<file path="config.mk">
export PLATFORM = sky130hd
export DESIGN_NAME = mem_port_arbiter
export DESIGN_NICKNAME = d
export VERILOG_FILES = /design/src/rtl/mem_port_arbiter.sv
export SDC_FILE = /design/constraint.sdc
export NUM_CORES = 1
export LEC_CHECK = 0
export ABC_AREA = 1
export BUFFER_PORTS_ARGS = -buffer_cell sky130_fd_sc_hd__buf_2
export CAP_MARGIN = 20
export CORE_MARGIN = 2
export CORE_UTILIZATION = 47
export CTS_CLUSTER_DIAMETER = 120
export CTS_CLUSTER_SIZE = 16
export DETAILED_ROUTE_END_ITERATION = 16
export PLACE_DENSITY = 0.86
export REMOVE_ABC_BUFFERS = 1
export SYNTH_ARGS = -nofsm -noshare
export SYNTH_HDL_FRONTEND = slang
export SYNTH_SLANG_ARGS = --single-unit
</file>
<file path="constraint.sdc">
create_clock -name clk -period 1.78 [get_ports clk]
set_input_delay 0.356 -clock clk [delete_from_list [all_inputs] [get_ports clk]]
set_output_delay 0.356 -clock clk [all_outputs]
set_load 0.01 [all_outputs]
</file>
<file path="src/rtl/mem_port_arbiter.sv">
// mem_port_arbiter: sequences one single-ported, variable-latency memory
// shared by instruction fetch and the data (MEM) stage. Data wins arbitration
// unless it has already taken MAX_DATA_BURST grants in a row while a fetch
// was waiting. Every transaction is followed by one idle turnaround cycle.
// A transaction that sees no ack within TIMEOUT cycles is abandoned and the
// sticky err flag is raised.
module mem_port_arbiter #(
  parameter int WORD_LEN       = 32,
  parameter int MAX_DATA_BURST = 4,
  parameter int TIMEOUT        = 16
) (
  input  logic                clk,
  input  logic                rst,
  // instruction fetch side
  input  logic                if_req,
  input  logic [WORD_LEN-1:0] if_addr,
  output logic [WORD_LEN-1:0] if_rdata,
  output logic                if_valid,
  output logic                freeze,
  // data side
  input  logic                d_req,
  input  logic                d_we,
  input  logic [WORD_LEN-1:0] d_addr,
  input  logic [WORD_LEN-1:0] d_wdata,
  output logic [WORD_LEN-1:0] d_rdata,
  output logic                d_done,
  output logic                d_stall,
  // memory side
  output logic                mem_req,
  output logic                mem_we,
  output logic [WORD_LEN-1:0] mem_addr,
  output logic [WORD_LEN-1:0] mem_wdata,
  input  logic [WORD_LEN-1:0] mem_rdata,
  input  logic                mem_ack,
  output logic                err
);

  localparam int BW = $clog2(MAX_DATA_BURST + 1);
  localparam int TW = $clog2(TIMEOUT + 1);
  localparam logic [BW-1:0] BURST_MAX  = BW'(MAX_DATA_BURST);
  localparam logic [TW-1:0] TIMER_LAST = TW'(TIMEOUT - 1);

  typedef enum logic [1:0] {
    IDLE  = 2'd0,
    FETCH = 2'd1,
    DATA  = 2'd2
  } state_t;

  state_t              state_q, state_d;
  logic [BW-1:0]       burst_q, burst_d;
  logic [TW-1:0]       timer_q, timer_d;
  logic                turn_q, turn_d;
  logic                mem_req_q, mem_req_d;
  logic                mem_we_q, mem_we_d;
  logic [WORD_LEN-1:0] mem_addr_q, mem_addr_d;
  logic [WORD_LEN-1:0] mem_wdata_q, mem_wdata_d;
  logic [WORD_LEN-1:0] if_rdata_q, if_rdata_d;
  logic [WORD_LEN-1:0] d_rdata_q, d_rdata_d;
  logic                if_valid_q, if_valid_d;
  logic                d_done_q, d_done_d;
  logic                err_q, err_d;

  // Next-state: arbitration in IDLE, ack/timeout handling while a request is out
  always_comb begin
    state_d     = state_q;
    burst_d     = burst_q;
    timer_d     = timer_q;
    turn_d      = 1'b0;
    mem_req_d   = mem_req_q;
    mem_we_d    = mem_we_q;
    mem_addr_d  = mem_addr_q;
    mem_wdata_d = mem_wdata_q;
    if_rdata_d  = if_rdata_q;
    d_rdata_d   = d_rdata_q;
    if_valid_d  = 1'b0;
    d_done_d    = 1'b0;
    err_d       = err_q;

    case (state_q)
      IDLE: begin
        // turn_q marks the turnaround cycle right after a transaction; the
        // finished requester is still holding req then, so no grant is made.
        if (!turn_q) begin
          if (d_req && (!if_req || (burst_q < BURST_MAX))) begin
            state_d     = DATA;
            mem_req_d   = 1'b1;
            mem_we_d    = d_we;
            mem_addr_d  = d_addr;
            mem_wdata_d = d_wdata;
            timer_d     = '0;
            // burst_q < BURST_MAX whenever if_req is high here, so the
            // increment can never pass the saturation value.
            burst_d     = if_req ? burst_q + 1'b1 : '0;
          end else if (if_req) begin
            state_d    = FETCH;
            mem_req_d  = 1'b1;
            mem_we_d   = 1'b0;
            mem_addr_d = if_addr;
            timer_d    = '0;
            burst_d    = '0;
          end else begin
            burst_d = '0;
          end
        end
      end
      FETCH, DATA: begin
        if (mem_ack) begin
          if (state_q == FETCH) begin
            if_rdata_d = mem_rdata;
            if_valid_d = 1'b1;
          end else begin
            if (!mem_we_q) begin
              d_rdata_d = mem_rdata;
            end
            d_done_d = 1'b1;
          end
          mem_req_d = 1'b0;
          state_d   = IDLE;
          turn_d    = 1'b1;
        end else if (timer_q == TIMER_LAST) begin
          err_d     = 1'b1;
          mem_req_d = 1'b0;
          state_d   = IDLE;
          turn_d    = 1'b1;
        end else begin
          timer_d = timer_q + 1'b1;
        end
      end
      default: begin
        state_d   = IDLE;
        mem_req_d = 1'b0;
      end
    endcase
  end

  // State and output registers; reset abandons any in-flight transaction
  always_ff @(posedge clk or negedge rst) begin
    if (!rst) begin
      state_q     <= IDLE;
      burst_q     <= '0;
      timer_q     <= '0;
      turn_q      <= 1'b0;
      mem_req_q   <= 1'b0;
      mem_we_q    <= 1'b0;
      mem_addr_q  <= '0;
      mem_wdata_q <= '0;
      if_rdata_q  <= '0;
      d_rdata_q   <= '0;
      if_valid_q  <= 1'b0;
      d_done_q    <= 1'b0;
      err_q       <= 1'b0;
    end else begin
      state_q     <= state_d;
      burst_q     <= burst_d;
      timer_q     <= timer_d;
      turn_q      <= turn_d;
      mem_req_q   <= mem_req_d;
      mem_we_q    <= mem_we_d;
      mem_addr_q  <= mem_addr_d;
      mem_wdata_q <= mem_wdata_d;
      if_rdata_q  <= if_rdata_d;
      d_rdata_q   <= d_rdata_d;
      if_valid_q  <= if_valid_d;
      d_done_q    <= d_done_d;
      err_q       <= err_d;
    end
  end

  assign mem_req   = mem_req_q;
  assign mem_we    = mem_we_q;
  assign mem_addr  = mem_addr_q;
  assign mem_wdata = mem_wdata_q;
  assign if_rdata  = if_rdata_q;
  assign d_rdata   = d_rdata_q;
  assign if_valid  = if_valid_q;
  assign d_done    = d_done_q;
  assign err       = err_q;

  // Stalls are gated by rst so they read 0 while reset is held
  assign freeze  = rst & if_req & ~if_valid_q;
  assign d_stall = rst & d_req & ~d_done_q;

endmodule

</file>
[Word-level counts from Yosys, hierarchy flattened]
Index checks and enable logic that the tools add are counted.
Storage, ports and cells
  register bits after elaboration: 144
  bits of input ports: 134
  output and inout port bits: 135
Operators by class
  add/sub/neg operators: 2
  order comparisons: 1
  equality and inequality tests: 8
  multiplexer cells: 33
  bitwise logic cells: 10
  reductions and logical operators: 15
Operator list (number)
  $mux W32: 2
  $mux W5: 5
  $mux W1: 16
  $reduce_and A3 Y1: 5
  $mux W2: 5
  $pmux W5 S2: 1
  $mux W3: 2
  $ne A2 B2 Y1 const B: 3
  $ne A3 B3 Y1 const B: 2
  $not A1 Y1: 6
  $add A5 B1 Y5 const B: 1
  $eq A5 B4 Y1 const B: 1
  $reduce_and A5 Y1: 1
  $and A1 B1 Y1: 4
  $pmux W2 S2: 1
  $reduce_and A4 Y1: 1
  $reduce_bool A2 Y1: 2
  $add A3 B1 Y3 const B: 1
  $lt A3 B3 Y1 const B: 1
  $eq A2 B1 Y1 const B: 1
  $eq A2 B2 Y1 const B: 1
  $logic_not A2 Y1: 1
  $pmux W1 S2: 1
  $reduce_and A2 Y1: 1
  other kinds (4): 4

[Logic depth before layout (Yosys ltp)]
Gate-level depths: netlist of run 1.
  depth after elaboration: 6
  gate-level depth with buffers: 11

[Worst setup path before layout of run 1]
OpenSTA, ideal clock, no wires.
  path type: flip-flop to flip-flop
  from: register timer_q[0]
  to: register timer_q[3]
  arrival: 1417 ps
  required time: 1715 ps
  setup slack: 298 ps
  cell stages (with the launch flop): 12
  path buffers: 0
  period minus slack after synthesis: 1482 ps
  cell sequence: dfrtp_1 ha_1 nand2_1 nor2_1 ha_1 inv_1 nand2_1 nand2_1 nand2_1 nor2_1 nand2_1 nand2_1
Between the ends
  word-level cells in the longest chain between the ends: 4
  elaborated cells between the ends (all ways): 7
  those cells by class: add/sub: 1; eq/ne: 2; mux: 3; reduce/logical: 1
Ends and longest elaborated chain
  start, declared: line 51  | logic [TW-1:0] timer_q, timer_d;
  start signal, assigned: line 155  | timer_q <= timer_d;
  $add A5 B1 Y5: line 126  | timer_d = timer_q + 1'b1;
  $mux W5: line 120  | end else if (timer_q == TIMER_LAST) begin
  $mux W5: line 107  | if (mem_ack) begin
  $pmux W5 S2: line 79  | case (state_q)
Several ways; a longest one is shown, not always the timed one. The select of a mux whose other input is x is not followed.
A chain may end at the register's enable or synchronous reset.

[Worst setup path in the final report of run 1]
  from: register if_valid_q (netlist: if_valid)
  to: output freeze
Between the ends
  word-level cells in the longest chain between the ends: 2
Ends and longest elaborated chain
  start, declared: line 59  | logic if_valid_q, if_valid_d;
  start signal, assigned: line 163  | if_valid_q <= if_valid_d;
  $not A1 Y1: line 180  | assign freeze = rst & if_req & ~if_valid_q;
  $and A1 B1 Y1: line 180
  end, declared: line 19  | output logic freeze,
No other way between the ends.

==> impl_metrics.py, run 1 <==
metrics = {
    "clock_tree": {
        "clk_root_buf": "sky130_fd_sc_hd__clkbuf_16",
        "tritoncts.num_buffers": 17,
        "cts.sink_count": 144,
        "cts_tree": "done",
        "cts_resized": 0,
        "cts.htree.levels": 4,
        "cts_setup_buffers": 0,
        "clock_tree.buffer_depth": 2,
        "worst_skew_pair.late_latency_ns": 0.41,
        "cts_hold_buf": 0,
        "clkTransAtPathRegs_ns": 0.06,
    },
    "power_and_ir_drop": {
        "cellInternalPower_mw": 9.33,
        "comb_power_share_pct": 37.9,
        "ir_drop_mv": 0.946,
        "total_switching_power_mw": 5.37,
        "clkPwrFrac_pct": 24.1,
        "power.switching_fraction_pct": 36.5,
        "leakage_nw": 4.49,
        "cellPowerDensity_nw_per_um2": 1810,
        "power_frac_seq_pct": 38.0,
    },
    "placed_design": {
        "postPlaceCellArea_um2": 7520,
        "hpwlAfterDp_um": 11200,
        "final_weighted_congestion_in_routability_driven_placement": 0.843,
        "place.port_buffers": 268,
        "numPlacedInstances": 1079,
    },
    "floorplanning": {
        "die_x_um": 117,
        "floorplan.initialDensity_pct": 48.1,
        "num_rows": 41,
        "num_io_pins": 269,
        "design.die.area_um2": 13800,
        "core-area_um2": 12600,
        "chipHeight_um": 117,
    },
    "cells_and_area": {
        "stdcell_area_um2": 8120,
        "post_route_cells_drive_above_1_share_pct": 34.3,
        "area_growth_syn_to_layout_pct": 34.3,
        "mostFrequentLayoutCells": "sky130_fd_sc_hd__buf_2, sky130_fd_sc_hd__nand2_1, sky130_fd_sc_hd__dfrtp_1",
        "final_non_filler_cell_total": 1110,
        "layout_commonest_cell": "sky130_fd_sc_hd__buf_2",
        "nNetsFinal": 1065,
        "fillCellCount": 1033,
    },
    "logic_synthesis": {
        "mappedNetlistArea_um2": 6040,
        "synth_cells": 663,
        "synth_seq_area_share_pct": 59.6,
        "synth-seq-cells": 144,
        "synthTopCellsByArea": "sky130_fd_sc_hd__dfrtp_1, sky130_fd_sc_hd__nand2_1, sky130_fd_sc_hd__nand3_1, sky130_fd_sc_hd__o21ai_0, sky130_fd_sc_hd__o21a_1",
        "synth_warnings": 0,
        "synth_cell_type_count": 24,
        "synthDominantAreaCellType": "sky130_fd_sc_hd__dfrtp_1",
        "synth.avg_cell_area_um2": 9.12,
        "synth_top_area_share_pct": 59.6,
    },
    "drt": {
        "drtAntennaViolNets": 0,
        "detail_route.vias_per_cell": 4.91,
        "detail_route.iter0.violations": 376,
        "via_count": 5454,
        "detailed_route_wire_length_um": 15700,
        "drc": 0,
        "route.detailed.wl_per_inst_um": 14.2,
        "drt-pass1-iter-count": 5,
    },
    "sta": {
        "final.setup_skew_ns": 0.00691,
        "finalCriticalPeriod_ns": 1.74,
        "fmax_mhz": 574,
        "report.final.hold_viol_count": 0,
        "slew_limit_fails": 0,
        "finalCritPeriodShare_pct": 97.9,
        "timing_worst_slew_pin_value_ns": 0.910,
        "finalSetupTns_ns": 0,
        "timing.final.setup_violations": 0,
        "rsz0062_at_grt": "no",
        "slew-limit-headroom_pct": 39.3,
    },
    "grt": {
        "grt_pass1_vias": 5317,
        "gr-usage-all-layers_pct": 23.7,
        "remaining_global_route_overflow": 0,
        "grt_max_degree": 75,
        "wire_length_of_the_first_global_routing_pass_um": 26100,
        "number_of_antenna_violations_at_the_first_check_in_global_routing": 1,
    },
    "setup_path": {
        "timing_worst_setup_path_type": "register to primary output",
        "worst-r2r-cell-count": 7,
        "timing.critical_path.fanout_max": 2,
        "end_kind": "primary output",
        "crit_path_end": "freeze",
        "startpoint_type": "register",
        "worst-endpoint-arrival_ns": 1.39,
        "rr_startpoint": "state_q[1]$_DFFE_PN0P_",
        "setup.reg_to_reg.worst_slack_ns": 0.13,
        "reg2reg_to": "mem_addr[2]$_DFFE_PN0P_",
        "worst_setup_path_startpoint": "if_valid$_DFF_PN0_",
        "timing.critical_path.required_ns": 1.42,
    },
    "flow_run": {
        "maxCapViolCount": 0,
    },
    "outcome": {
        "run_status": "completed",
    },
    "hold_path": {
        "hold_path.class": "input pin to async pin",
    },
}
-- critical path, stage by stage (launching register included) --
cell	delay, ns
sky130_fd_sc_hd__dfrtp_1	0.38
sky130_fd_sc_hd__nor3_1	0.39
sky130_fd_sc_hd__buf_2	0.21
-- per-stage QoR --
stage                     power (mW)  hold WS [ns]  utilization [%]  setup slack, ns
final                           14.7         0.147             64.6           0.0376
after global routing            15.8         0.135             64.6          0.00525
after CTS                       14.9         0.128             64.5           0.0507
after detailed placement        11.2         0.453             59.8           0.0974
after global placement          11.0         0.449             59.8            0.160
after floorplan                 8.59        0.0604                -           -0.173
-- cells in the mapped netlist --
cell type	instances
sky130_fd_sc_hd__ha_1	5
sky130_fd_sc_hd__o21ai_0	66
sky130_fd_sc_hd__clkbuf_1	8
sky130_fd_sc_hd__nand2_2	2
sky130_fd_sc_hd__buf_2	12
sky130_fd_sc_hd__nor3_1	2
sky130_fd_sc_hd__nand3_1	70
sky130_fd_sc_hd__dfrtp_1	144
sky130_fd_sc_hd__buf_1	2
sky130_fd_sc_hd__buf_4	7
sky130_fd_sc_hd__o21bai_1	1
sky130_fd_sc_hd__nor2_2	1
sky130_fd_sc_hd__nor2_8	1
sky130_fd_sc_hd__nor2_4	2
sky130_fd_sc_hd__inv_1	51
sky130_fd_sc_hd__clkbuf_2	2
sky130_fd_sc_hd__nor2_1	8
sky130_fd_sc_hd__nand2_1	232
sky130_fd_sc_hd__o21a_1	32
sky130_fd_sc_hd__buf_6	6
sky130_fd_sc_hd__o21ai_1	5
sky130_fd_sc_hd__nand2_4	2
sky130_fd_sc_hd__inv_4	1
sky130_fd_sc_hd__a21oi_1	1
-- layer usage --
layer / share of wire, % / GRT usage (%) / routed length (µm) / vias to the layer above
li1: - / - / - / 2641
met1: 40 / 28.9 / 6290 / 2526
met2: 48 / 38.5 / 7480 / 256
met3: 9.7 / 8.22 / 1530 / 31
met4: 2.7 / 10.1 / 430 / 0
met5: 0 / 0 / 0 / -
-- worst min path at each step --
stage	startpoint	to	slack, ns	cells past startpoint
floorplan	rst	burst_q[0]$_DFFE_PN0N_	0.06	0
global placement	mem_wdata[16]$_DFFE_PN0P_	mem_wdata[16]$_DFFE_PN0P_	0.45	2
detailed placement	mem_wdata[21]$_DFFE_PN0P_	mem_wdata[21]$_DFFE_PN0P_	0.45	2
CTS	d_wdata[6]	mem_wdata[6]$_DFFE_PN0P_	0.13	3
global route	d_wdata[30]	mem_wdata[30]$_DFFE_PN0P_	0.13	3
finish	rst	d_rdata[13]$_DFFE_PN0P_	0.15	2
-- area by class of cell --
cell class              instances  area, µm²  share of cell area [%]
multi-input cells             430       2020                    24.9
flip-flops and latches        144       3600                    44.4
diodes                          1       2.50                  0.0308
clock inverters                10        138                    1.70
well taps                     172        215                    2.65
clock buffers                  20        457                    5.63
inverters                      52        198                    2.44
repair buffers                281       1480                    18.3
-- flip-flops by register name (all words and copies together) (netlist names) --
name and cells:
mem_req 1, mem_we 1, timer_q 5, burst_q 3
d_done 1, err 1, d_rdata 32, if_rdata 32
state_q 2, mem_addr 32, if_valid 1, turn_q 1
mem_wdata 32
-- cell families after synthesis --
family / share of synthesized area [%]
buf+inv: 7.04
flops: 59.6
simple gates: 22.3
fa+ha+maj: 1.03
compound gates: 10.1
-- power by group through the flow --
stage          logic [mW]  clock network, mW  registers [mW]
6_report             5.56               3.54            5.59
4_1_cts              5.64               3.63            5.59
3_5_place_dp         5.62                  0            5.59
2_1_floorplan        2.35                  0            6.24
5_1_grt              6.23               3.78            5.79
3_3_place_gp         5.42                  0            5.57
Power figures use the tool's default switching activity.
==> run 2: changes to the inputs <==
--- a/config.mk
+++ b/config.mk
@@ -8,6 +8,7 @@
 export ABC_AREA = 1
 export BUFFER_PORTS_ARGS = -buffer_cell sky130_fd_sc_hd__buf_2
 export CAP_MARGIN = 20
+export CORE_ASPECT_RATIO = 0.8
 export CORE_MARGIN = 2
 export CORE_UTILIZATION = 47
 export CTS_CLUSTER_DIAMETER = 120
==> impl_metrics.py, run 2 (same netlist as run 1, synthesis figures left out) <==
metrics = {
    "clock_tree": {
        "cts_hold_buf": 0,
        "clock_tree.buffer_depth": 2,
        "cts_resized": 0,
        "cts.sink_count": 144,
        "worst_skew_pair.late_latency_ns": 0.41,
        "cts_setup_buffers": 0,
        "cts_tree": "done",
        "clk_root_buf": "sky130_fd_sc_hd__clkbuf_16",
        "tritoncts.num_buffers": 17,
        "clkTransAtPathRegs_ns": 0.06,
        "cts.htree.levels": 4,
    },
    "grt": {
        "remaining_global_route_overflow": 0,
        "wire_length_of_the_first_global_routing_pass_um": 24600,
        "grt_pass1_vias": 5108,
        "grt_max_degree": 145,
        "number_of_antenna_violations_at_the_first_check_in_global_routing": 1,
        "gr-usage-all-layers_pct": 23.1,
    },
    "drt": {
        "detailed_route_wire_length_um": 15600,
        "drc": 0,
        "via_count": 5349,
        "route.detailed.wl_per_inst_um": 14.1,
        "drt-pass1-iter-count": 4,
        "drtAntennaViolNets": 0,
        "detail_route.vias_per_cell": 4.82,
        "detail_route.iter0.violations": 349,
    },
    "cells_and_area": {
        "layout_commonest_cell": "sky130_fd_sc_hd__buf_2",
        "nNetsFinal": 1061,
        "mostFrequentLayoutCells": "sky130_fd_sc_hd__buf_2, sky130_fd_sc_hd__nand2_1, sky130_fd_sc_hd__dfrtp_1",
        "post_route_cells_drive_above_1_share_pct": 34.3,
        "fillCellCount": 1080,
        "area_growth_syn_to_layout_pct": 34.2,
        "stdcell_area_um2": 8110,
        "antenna_cells_inserted": 0,
    },
    "setup_path": {
        "timing.critical_path.fanout_max": 64,
        "timing.critical_path.required_ns": 2.06,
        "worst-endpoint-arrival_ns": 1.93,
        "worst_path_largest_cell_delay_ns": 0.39,
        "timing.critical_path.slowest_stage_cell": "sky130_fd_sc_hd__ha_2",
        "end_kind": "register",
        "startpoint_type": "register",
        "critical_path.cell_chain": "inv_1 > ha_2 > nand2_1 > nor2_2 > nand2_2 > buf_12 > nand2_1 > o21ai_0",
        "critical-path-top-cell-by-count": "sky130_fd_sc_hd__nand2_1",
        "timing_worst_setup_path_type": "register to register",
    },
    "placed_design": {
        "hpwlAfterDp_um": 10800,
        "final_weighted_congestion_in_routability_driven_placement": 0.756,
        "place.port_buffers": 268,
        "postPlaceCellArea_um2": 7500,
    },
    "power_and_ir_drop": {
        "ir_drop_mv": 0.981,
        "leakage_nw": 4.47,
        "cellPowerDensity_nw_per_um2": 1810,
        "design_power_total_mw": 14.7,
    },
    "sta": {
        "final.setup_skew_ns": 0.00742,
        "fmax_mhz": 606,
        "timing_worst_slew_pin_value_ns": 0.794,
        "report.final.hold_viol_count": 0,
        "final.hold.worst_slack_ns": 0.00498,
        "timing.final.setup_violations": 0,
        "slew-limit-headroom_pct": 47.1,
        "finalCriticalPeriod_ns": 1.65,
        "rsz0062_at_grt": "no",
        "finalCritPeriodShare_pct": 92.7,
        "slew_limit_fails": 0,
    },
    "hold_path": {
        "hold_path.class": "input pin to async pin",
    },
    "floorplanning": {
        "core-area_um2": 12700,
        "num_rows": 37,
        "num_io_pins": 269,
        "design.die.area_um2": 13800,
        "floorplan.initialDensity_pct": 47.7,
        "chipHeight_um": 105,
        "die_x_um": 131,
    },
    "outcome": {
        "run_status": "completed",
    },
    "flow_run": {
        "maxCapViolCount": 0,
    },
}
==> run 2: cell count changes in the layout (fill, tap and decap cells not counted), sizes merged <==
| cell | before | now |
|---|---|---|
| buf | 281 | 277 |
| bufinv | 3 | 2 |
| clkinv | 5 | 6 |
| clkinvlp | 2 | 3 |
| diode | 1 | 0 |
| inv | 52 | 53 |
==> run 2: worst max-delay path, delay by kind of cell (launching register included) <==
kind                       cells  cell delay [ns]
AOI/OAI and AO/OA              1             0.09
DFF                            1             0.38
buffers and inverters          2             0.24
adders and majority gates      1             0.39
and+or+nand+nor                4             0.40
==> run 2: stage by stage <==
step	std cells	utilization, %	setup slack, ns	TNS (ns)
2_1_floorplan	626	-	-0.173	-5.88
3_5_place_dp	1078	59.2	0.0796	0
5_1_grt	1110	64.0	0.0178	0
3_3_place_gp	1078	59.2	0.133	0
6_report	1110	64.0	0.130	0
4_1_cts	1110	63.9	0.0658	0
==> run 2: layout make-up <==
| class | instances | area, µm² | area share (%) |
|---|---|---|---|
| flip-flops and latches | 144 | 3600 | 44.4 |
| well taps | 175 | 219 | 2.70 |
| repair buffers | 277 | 1470 | 18.1 |
| multi-input cells | 430 | 2030 | 25.0 |
| clock inverters | 12 | 133 | 1.63 |
| clock buffers | 20 | 467 | 5.75 |
| inverters | 52 | 198 | 2.44 |
==> run 2: path summary, 6_finish.rpt <==
| path | startpoint | to | slack (ns) | depth (start not counted) |
|---|---|---|---|---|
| setup / recovery | state_q[0]$_DFFE_PN0P_ | d_rdata[18]$_DFFE_PN0P_ | 0.13 | 8 |
| hold / removal | rst | state_q[0]$_DFFE_PN0P_ | 0.005 | 2 |
| setup reg to reg | state_q[0]$_DFFE_PN0P_ | d_rdata[18]$_DFFE_PN0P_ | 0.13 | 8 |
| hold reg to reg | mem_wdata[5]$_DFFE_PN0P_ | mem_wdata[5]$_DFFE_PN0P_ | 0.46 | 2 |
| max in group asynchronous | rst | timer_q[3]$_DFFE_PN0P_ | 1.13 | 2 |
| min in group clk | d_wdata[0] | mem_wdata[0]$_DFFE_PN0P_ | 0.15 | 3 |
==> run 2: layer usage <==
layer | part of all wire (%) | up-vias | wire [µm] | GRT usage, %
met4 | 1.6 | 2 | 245 | 7.45
met2 | 48 | 219 | 7440 | 38.1
met5 | 0.083 | - | 13 | 0
met1 | 42 | 2475 | 6520 | 28.0
li1 | - | 2633 | - | -
met3 | 8.9 | 20 | 1380 | 8.73
==> run 2: power breakdown <==
group | internal, mW | leakage [nW] | total, mW | switching (mW)
registers | 4.78 | 1.77 | 5.57 | 0.794
clock network | 2.18 | 0.288 | 3.54 | 1.37
logic | 2.28 | 2.41 | 5.59 | 3.32
total | 9.23 | 4.47 | 14.7 | 5.48
